## config.mk

```make
export PLATFORM = sky130hd
export DESIGN_NAME = mul_hilo_acc
export DESIGN_NICKNAME = d
export VERILOG_FILES = /design/src/rtl/mul_hilo_acc.sv
export SDC_FILE = /design/constraint.sdc
export NUM_CORES = 1
export LEC_CHECK = 0
export ABC_AREA = 1
export BUFFER_PORTS_ARGS = -buffer_cell sky130_fd_sc_hd__buf_2
export CAP_MARGIN = 30
export CORE_ASPECT_RATIO = 1.75
export CORE_UTILIZATION = 40
export DETAILED_ROUTE_END_ITERATION = 10
export GPL_TIMING_DRIVEN = 0
export PLACE_DENSITY = 0.72
export SKIP_CTS_REPAIR_TIMING = 1
export SYNTH_ARGS = -nofsm -noshare
export SYNTH_HDL_FRONTEND = slang
export SYNTH_SLANG_ARGS = --single-unit
```

## constraint.sdc

```tcl
create_clock -name clk -period 4.05 [get_ports clk]
set_input_delay 0 -clock clk [delete_from_list [all_inputs] [get_ports clk]]
set_output_delay 0 -clock clk [all_outputs]
set_load 0.005 [all_outputs]
```

## src/rtl/mul_hilo_acc.sv

```systemverilog
`default_nettype none
// ============================================================================
// Module   : mul_hilo_acc
// Purpose  : Sequential HI/LO accumulator stage placed after a combinational
//            32x32 signed Booth multiplier. Accepts MULT/MADD/MSUB/MTHI/
//            MTLO/CLR/NOP requests over valid/ready. Registers the
//            multiplier operands, then one cycle later writes,
//            accumulates into, or subtracts from the 64-bit HI:LO pair.
// Revision : 1.0  initial release
// ----------------------------------------------------------------------------
// Ports
//   clk       in   rising-edge clock
//   reset_n   in   asynchronous active-low reset
//   in_valid  in   request valid
//   in_ready  out  request can be accepted this cycle (IDLE/DONE)
//   op        in   3-bit opcode (000 MULT .. 101 CLR, 11x NOP)
//   src_a     in   operand A, also MTHI/MTLO data
//   src_b     in   operand B
//   mul_a     out  registered multiplicand to the multiplier
//   mul_b     out  registered multiplier to the multiplier
//   mul_p     in   signed 2*XLEN product from the multiplier
//   hi, lo    out  architectural HI/LO registers
//   done      out  one-cycle completion pulse
//   sat       out  sticky saturation flag (0 when saturation compiled out)
// Build option
//   MUL_HILO_SAT_EN : saturate MADD/MSUB on signed 64-bit overflow
// ============================================================================
module mul_hilo_acc #(
    parameter int XLEN = 32
) (
    input  logic              clk,
    input  logic              reset_n,
    input  logic              in_valid,
    output logic              in_ready,
    input  logic [2:0]        op,
    input  logic [XLEN-1:0]   src_a,
    input  logic [XLEN-1:0]   src_b,
    output logic [XLEN-1:0]   mul_a,
    output logic [XLEN-1:0]   mul_b,
    input  logic [2*XLEN-1:0] mul_p,
    output logic [XLEN-1:0]   hi,
    output logic [XLEN-1:0]   lo,
    output logic              done,
    output logic              sat
);

    localparam logic [2:0] OP_MULT = 3'b000;
    localparam logic [2:0] OP_MADD = 3'b001;
    localparam logic [2:0] OP_MSUB = 3'b010;
    localparam logic [2:0] OP_MTHI = 3'b011;
    localparam logic [2:0] OP_MTLO = 3'b100;
    localparam logic [2:0] OP_CLR  = 3'b101;

    typedef enum logic [1:0] {
        S_IDLE = 2'd0,
        S_EXEC = 2'd1,
        S_DONE = 2'd2
    } state_t;

    state_t              state_q;
    logic                in_ready_q;
    logic                done_q;
    logic [2:0]          op_q;
    logic [XLEN-1:0]     mul_a_q;
    logic [XLEN-1:0]     mul_b_q;
    logic [XLEN-1:0]     hi_q;
    logic [XLEN-1:0]     lo_q;
    logic [2*XLEN-1:0]   hilo_d;

    logic [2*XLEN-1:0]   acc_w;
    logic [2*XLEN-1:0]   sum_w;
    logic [2*XLEN-1:0]   dif_w;

    assign acc_w = {hi_q, lo_q};
    assign sum_w = acc_w + mul_p;
    assign dif_w = acc_w - mul_p;

`ifdef MUL_HILO_SAT_EN
    localparam logic [2*XLEN-1:0] SAT_MAX = {1'b0, {(2*XLEN-1){1'b1}}};
    localparam logic [2*XLEN-1:0] SAT_MIN = {1'b1, {(2*XLEN-1){1'b0}}};

    logic sat_q;
    logic sat_d;
    logic add_ovf_w;
    logic sub_ovf_w;

    // Addition overflows when both operands share a sign the result lacks;
    // subtraction when operand signs differ and the result flips from acc.
    assign add_ovf_w = (acc_w[2*XLEN-1] == mul_p[2*XLEN-1]) &&
                       (sum_w[2*XLEN-1] != acc_w[2*XLEN-1]);
    assign sub_ovf_w = (acc_w[2*XLEN-1] != mul_p[2*XLEN-1]) &&
                       (dif_w[2*XLEN-1] != acc_w[2*XLEN-1]);
`endif

    // Next HI:LO value, applied only on the EXEC -> DONE edge.
    always_comb begin
        hilo_d = acc_w;
`ifdef MUL_HILO_SAT_EN
        sat_d  = sat_q;
`endif
        case (op_q)
            OP_MULT: hilo_d = mul_p;
            OP_MADD: begin
`ifdef MUL_HILO_SAT_EN
                if (add_ovf_w) begin
                    // On overflow the true result has the sign of acc.
                    hilo_d = acc_w[2*XLEN-1] ? SAT_MIN : SAT_MAX;
                    sat_d  = 1'b1;
                end else begin
                    hilo_d = sum_w;
                end
`else
                hilo_d = sum_w;
`endif
            end
            OP_MSUB: begin
`ifdef MUL_HILO_SAT_EN
                if (sub_ovf_w) begin
                    hilo_d = acc_w[2*XLEN-1] ? SAT_MIN : SAT_MAX;
                    sat_d  = 1'b1;
                end else begin
                    hilo_d = dif_w;
                end
`else
                hilo_d = dif_w;
`endif
            end
            // mul_a_q holds the captured src_a for the move operations.
            OP_MTHI: hilo_d = {mul_a_q, lo_q};
            OP_MTLO: hilo_d = {hi_q, mul_a_q};
            OP_CLR: begin
                hilo_d = '0;
`ifdef MUL_HILO_SAT_EN
                sat_d  = 1'b0;
`endif
            end
            default: hilo_d = acc_w;
        endcase
    end

    always_ff @(posedge clk or negedge reset_n) begin
        if (!reset_n) begin
            state_q    <= S_IDLE;
            in_ready_q <= 1'b1;
            done_q     <= 1'b0;
            op_q       <= 3'b000;
            mul_a_q    <= '0;
            mul_b_q    <= '0;
            hi_q       <= '0;
            lo_q       <= '0;
`ifdef MUL_HILO_SAT_EN
            sat_q      <= 1'b0;
`endif
        end else begin
            done_q <= 1'b0;
            case (state_q)
                S_IDLE, S_DONE: begin
                    // in_ready_q is always 1 here, so valid alone accepts.
                    if (in_valid) begin
                        op_q       <= op;
                        mul_a_q    <= src_a;
                        mul_b_q    <= src_b;
                        state_q    <= S_EXEC;
                        in_ready_q <= 1'b0;
                    end else begin
                        state_q    <= S_IDLE;
                        in_ready_q <= 1'b1;
                    end
                end
                S_EXEC: begin
                    hi_q       <= hilo_d[2*XLEN-1:XLEN];
                    lo_q       <= hilo_d[XLEN-1:0];
`ifdef MUL_HILO_SAT_EN
                    sat_q      <= sat_d;
`endif
                    state_q    <= S_DONE;
                    done_q     <= 1'b1;
                    in_ready_q <= 1'b1;
                end
                default: begin
                    state_q    <= S_IDLE;
                    in_ready_q <= 1'b1;
                end
            endcase
        end
    end

    assign in_ready = in_ready_q;
    assign done     = done_q;
    assign mul_a    = mul_a_q;
    assign mul_b    = mul_b_q;
    assign hi       = hi_q;
    assign lo       = lo_q;
`ifdef MUL_HILO_SAT_EN
    assign sat      = sat_q;
`else
    assign sat      = 1'b0;
`endif

endmodule
`default_nettype wire

```

---- Yosys cells after proc, flatten, opt, wreduce, memory -nomap -nowiden ----
Index checks and enable logic that the tools add are counted.
word-level totals
  bits in registers ....................... 135
  latch bits .............................. 0
  word-level logic and storage cells ...... 33
  ROM bits ................................ 0
  input port bits ......................... 134
  output and inout port bits .............. 131
  memory bits (writable) .................. 0
  memories kept ........................... 0
operators by class
  multiplexer cells ....................... 6
  magnitude comparators ................... 0
  div/mod/pow operators ................... 0
  add/sub/neg operators ................... 2
  eq/ne operators ......................... 7
  reduce and logical (&&, ||, !) cells .... 8
  shifts and indexed selects .............. 0
  $mul .................................... 0
  bitwise operators ....................... 2
operator list
  kind                                                             number
  64-bit one-hot mux with 6 select lines                           1
  64-bit adder                                                     1
  64-bit subtractor                                                1
  5-bit nonzero test                                               2
  3-bit by 2-bit == test with 1-bit output, second input constant  2
  3-bit == test, second input constant                             2
  3-bit AND reduction                                              2
  1-bit 2-to-1 mux                                                 4
  2-bit one-hot mux with 2 select lines                            1
  3-bit by 1-bit == test with 1-bit output, second input constant  1
  3-bit logical NOT                                                1
  2-bit by 1-bit == test with 1-bit output, second input constant  1
  2-bit == test, second input constant                             1
  2-bit logical NOT                                                1
  1-bit NOT                                                        2
  2-bit AND reduction                                              1
  2-bit OR reduction                                               1

---- Logic depth before layout (Yosys ltp) ----
  depth after elaboration ................. 3
  depth in mapped cells ................... 29

---- Worst setup path before layout ----
No wires, ideal clock.
  path kind ............................... reg-to-reg
  start ................................... register op_q[2]
  end ..................................... register hi_q[28] (netlist: hi[28])
  arrival ................................. 2.810 ns
  path slack .............................. 1.124 ns
  required time ........................... 3.934 ns
  stages on the path, launching flop included .. 26
  library setup time ...................... 0.116 ns
  path through ............................ dfrtp_1 > nor2_1 > inv_1 > nor2_4 > inv_2 > buf_2 > buf_2 > nand2_1 > o21ai_1 > fa_1 > inv_1 > nand3_1 > nand3_1 > nand2_1 > nand2_1 > nand2_1 > nand2_1 > nand2_1 > nand2_1 > nand2_1 > nand2_1 > nand2_1 > nand3_1 > nand2_1 > nand2_1 > nand2_1
between the ends
  longest elaborated chain between the ends .. 3
  elaborated cells between the ends (all ways) .. 10
  those cells by class .................... eq/ne: 5; mux: 1; bitwise: 1; reduce/logical: 3
RTL lines
  element                                                    line  source
  from (decl)                                                63    logic [2:0] op_q;
  from (signal assigned)                                     160   op_q <= op;
  3-bit == test, or another cell as far along                101   case (op_q)
  5-bit nonzero test (no line) or 1-bit NOT (tied branches)  --
  3-bit AND reduction (no line)                              --
  to (signal assigned)                                       171   hi_q <= hilo_d[2*XLEN-1:XLEN];
  to (decl)                                                  66    logic [XLEN-1:0] hi_q;
Parallel ways exist; a longest one is shown, timed or not.
A chain may end at the register's enable or synchronous reset.

---- Worst setup path after layout ----
  start ................................... register op_q[2]
  end ..................................... register lo_q[31] (netlist: lo[31])
between the ends
  longest elaborated chain between the ends .. 3
  elaborated cells between the ends (all ways) .. 10
  those cells by class .................... eq/ne: 5; mux: 1; bitwise: 1; reduce/logical: 3
RTL lines
  element                                                    line  source
  3-bit == test, or another cell as far along                101
  5-bit nonzero test (no line) or 1-bit NOT (tied branches)  --
  3-bit AND reduction (no line)                              --
  to (signal assigned)                                       172   lo_q <= hilo_d[XLEN-1:0];
  to (decl)                                                  67    logic [XLEN-1:0] lo_q;
Parallel ways exist; a longest one is shown, timed or not.

==> results_dict.tcl <==
set metrics [dict create \
    gp_congestion 1.03 \
    antenna_found_initial 6 \
    synth-async-reset-ratio_pct 100 \
    dp_hpwl_um 60300 \
    syn_nets 2638 \
    wl_per_cell_um 22.7 \
    required_ns 4.38 \
    dp_cells 3158 \
    met1_length_um 25300 \
    p_clk_share_pct 15.1 \
    max_slew_margin_pct 37.9 \
    hold_viol 10 \
    drt_first_iter_violations 1488 \
    wirelength_um 74900 \
    cts_inserted_buffers 17 \
    hold_class "in -> reg" \
    critPathMaxStageDelay_ns 0.44 \
    worst_slew_pin_slew_ns 0.925 \
    cts.sinks 134 \
    vias_per_cell 5.35 \
    p_sw_mw 6.03 \
    violations "hold timing" \
    layout-drive-gt1-share_pct 14.9 \
    skew_ns 0.0177 \
    vias 17649 \
    io_buffers 263 \
    p_leak_nw 10.1 \
    yosysWarnings 0 \
    p_comb_share_pct 63.9 \
    critical_path.most_common_cell "nand2_1" \
    track_usage_pct 42.4 \
    drcViolationCount 0 \
    drv_slew 0 \
    multi_input_comb_area_sq_um 9080 \
    seqPwrFrac_pct 20.9 \
    insertion_delay_ns 0.45 \
    outcome "complete, but fails checks" \
    top_layer "met5" \
    grt_pass1_wl_um 105000 \
    ff_latch_area_sq_um 3350 \
    slowest_stage "dfrtp_1" \
    path_buf_inv 4 \
    yosysUniqueCellTypes 49 \
    cts_max_level 4 \
    nNetsFinal 3023 \
    fillers 3673 \
    clockBufferDepth 2 \
    overflow 0 \
    grt_pass1_vias 16290 \
    p_per_area_nw_per_um2 611 \
    synth-seq-cells 134 \
    avgSynthCellArea_sq_um 5.66 \
    yosysTopAreaCell "nand2_1" \
    min_period_over_period_pct 97.8 \
    finalSetupViolations 0 \
    r2r_cells 22 \
    vdd_drop_max_mv 0.421 \
    power_switching_share_pct 55.8 \
    worstPathMaxFanout 10 \
    cts_tree "yes" \
    worst_ep_arrival_time_ns 4.30 \
    max_cap_violations 0 \
    die-width_um 142 \
    clk_pin_slew_ns 0.07 \
    r2r-end "lo[31]" \
    ios 265 \
    hold_slack_ns -0.0315 \
    clock.fmax_mhz 252 \
    yosys_most_used_dff "dfrtp_1" \
    path_class "reg -> reg" \
    die_height_um 248 \
    cp.depth 22 \
    synth_edf_count 0 \
    critPathCaptureType "register" \
    synth_area_leaders "nand2_1 28%, dfrtp_1 24%, inv_1 10%" \
    die_area_sq_um 35300 \
    crit_path_start_kind "register" \
    grt_max_degree 78 \
    root_buffer "clkbuf_16" \
    wl_met3_um 5610 \
    reg2reg_slack_ns 0.09 \
    rows 89 \
    dr.pass1.iters 6 \
    synthToLayoutAreaGrowth_pct 28.1 \
    intPower_mw 4.77 \
    core_sq_um 33900 \
    synthesis.area_sq_um 13800 \
    endpoint "lo[31]" \
    cp_cell_sequence "nor2_1 > inv_1 > nor2_4 > buf_4 > clkbuf_4 > nor2_1 > xor2_1 > ha_1 > nand2_1 > nand2_1 > inv_1 > nand2_4 > nand2_1 > nand2_4 > nand2_1 > nand2_1 > nand2_1 > nand2_2 > o21ai_0 > nand2_1 > nand3_1 > nand2_1" \
    ys_seq_area_share_pct 24.3 \
    post-route-min-period_ns 3.96 \
    synth_top_area_share_pct 27.8 \
    met2_wirelength_um 35000 \
    r2r_start "op_q[2]" \
    syn_inst 2439 \
    start_util_pct 40.8 \
    startpoint "op_q[2]" \
    cp_top_family "simple AND/OR/NAND/NOR gates" \
    ant_nets 0 \
    finalNonFillerCells 3297 \
]
-- cells by family after synthesis --
| kind of cell | Yosys count | share of synthesized area [%] |
|---|---|---|
| buffers and inverters | 450 | 12.3 |
| DFF | 134 | 24.3 |
| xor gates and xnor gates | 61 | 3.87 |
| and+or+nand+nor | 1433 | 42.1 |
| other | 1 | 0.0272 |
| AOI/OAI and AO/OA | 295 | 11.4 |
| adders and majority gates | 65 | 5.94 |
-- final cells by class --
type / instances / area share (%)
flip-flops and latches: 134 / 19.0
diodes: 5 / 0.0707
clock buffers: 17 / 2.40
repair buffers: 366 / 13.3
well taps: 455 / 3.22
plain buffers: 54 / 1.29
multi-input cells: 1855 / 51.3
clock inverters: 15 / 1.02
inverters: 396 / 8.42
-- routing by layer --
layer	vias to the layer above	track usage, %
met5	-	0
met4	2	44.2
met3	330	9.40
met2	958	69.9
met1	8037	42.9
li1	8322	-
-- how the worst min path moves through the flow --
stage                   start       end  slack (ns)  cells after the start
floorplan             reset_n      done       -0.30                      0
global placement     src_b[6]  mul_b[6]        0.19                      3
detailed placement    reset_n     lo[6]       0.009                      1
CTS                   reset_n     lo[6]       -0.46                      1
global route        mul_p[43]    hi[11]      -0.002                      5
finish              mul_p[62]    hi[30]       -0.03                      5
-- registers in the layout, indices dropped and copies added, names as in the netlist --
signal    count
op_q          3
lo           32
state_q       1
mul_b        32
in_ready      1
mul_a        32
hi           32
done          1
-- synth_stat cells, types with 2 or more instances --
master	instances
and2_1	3
o21ai_2	2
nor3_2	2
xnor2_1	13
xor2_1	48
o21ai_0	105
nand4_1	31
nor2_2	6
inv_1	386
a21oi_2	3
ha_1	64
nand3b_1	10
nor4_1	10
inv_2	9
nand3_1	105
nor2_4	3
o21ai_1	15
buf_2	6
dfrtp_1	133
nor2_1	200
nand2_1	1024
nand3_2	4
or2_2	4
o21bai_1	9
a31oi_1	4
o22ai_1	3
nand2_2	5
a21oi_1	145
clkbuf_1	46
nor3_1	22
-- placed cells by master, fill, tap and decap left out, types with 31 or more instances in the layout --
master         netlist  layout
nand2_1           1024    1004
inv_1              386     386
buf_2                6     267
nor2_1             200     190
a21oi_1            145     143
dfrtp_1            133     133
o21ai_0            105      99
nand3_1            105      96
dlygate4sd3_1        0      89
ha_1                64      56
clkbuf_1            46      44
xor2_1              48      43
nand4_1             31      31
-- power by group through the flow --
| stage | Sequential, mW | Combinational, mW | Clock (mW) |
|---|---|---|---|
| final | 2.26 | 6.91 | 1.63 |
| after global routing | 2.26 | 7.54 | 1.70 |
| after CTS | 2.21 | 6.28 | 1.64 |
| after detailed placement | 2.23 | 6.25 | 0 |
| after global placement | 2.23 | 6.17 | 0 |
| after floorplan | 2.03 | 3.81 | 0 |
-- tightest hold or removal path, delay by kind of cell --
| kind | cells | cell delay (ns) |
|---|---|---|
| compound gates | 1 | 0.11 |
| buf+inv | 2 | 0.17 |
| simple gates | 2 | 0.10 |
-- through the flow --
step | instance area, sq um | worst slack, ns | power (mW) | util (%) | TNS, ns
after floorplan | 13800 | 1.12 | 5.83 | - | 0
after global placement | 15700 | -0.816 | 8.41 | 46.4 | -12.71
after detailed placement | 15700 | -0.887 | 8.47 | 46.5 | -15.89
after CTS | 16300 | -0.903 | 10.1 | 48.2 | -16.45
after global routing | 17700 | -0.0838 | 11.5 | 52.2 | -0.387
final | 17700 | 0.0890 | 10.8 | 52.3 | 0
Power figures use the tool's default switching activity.
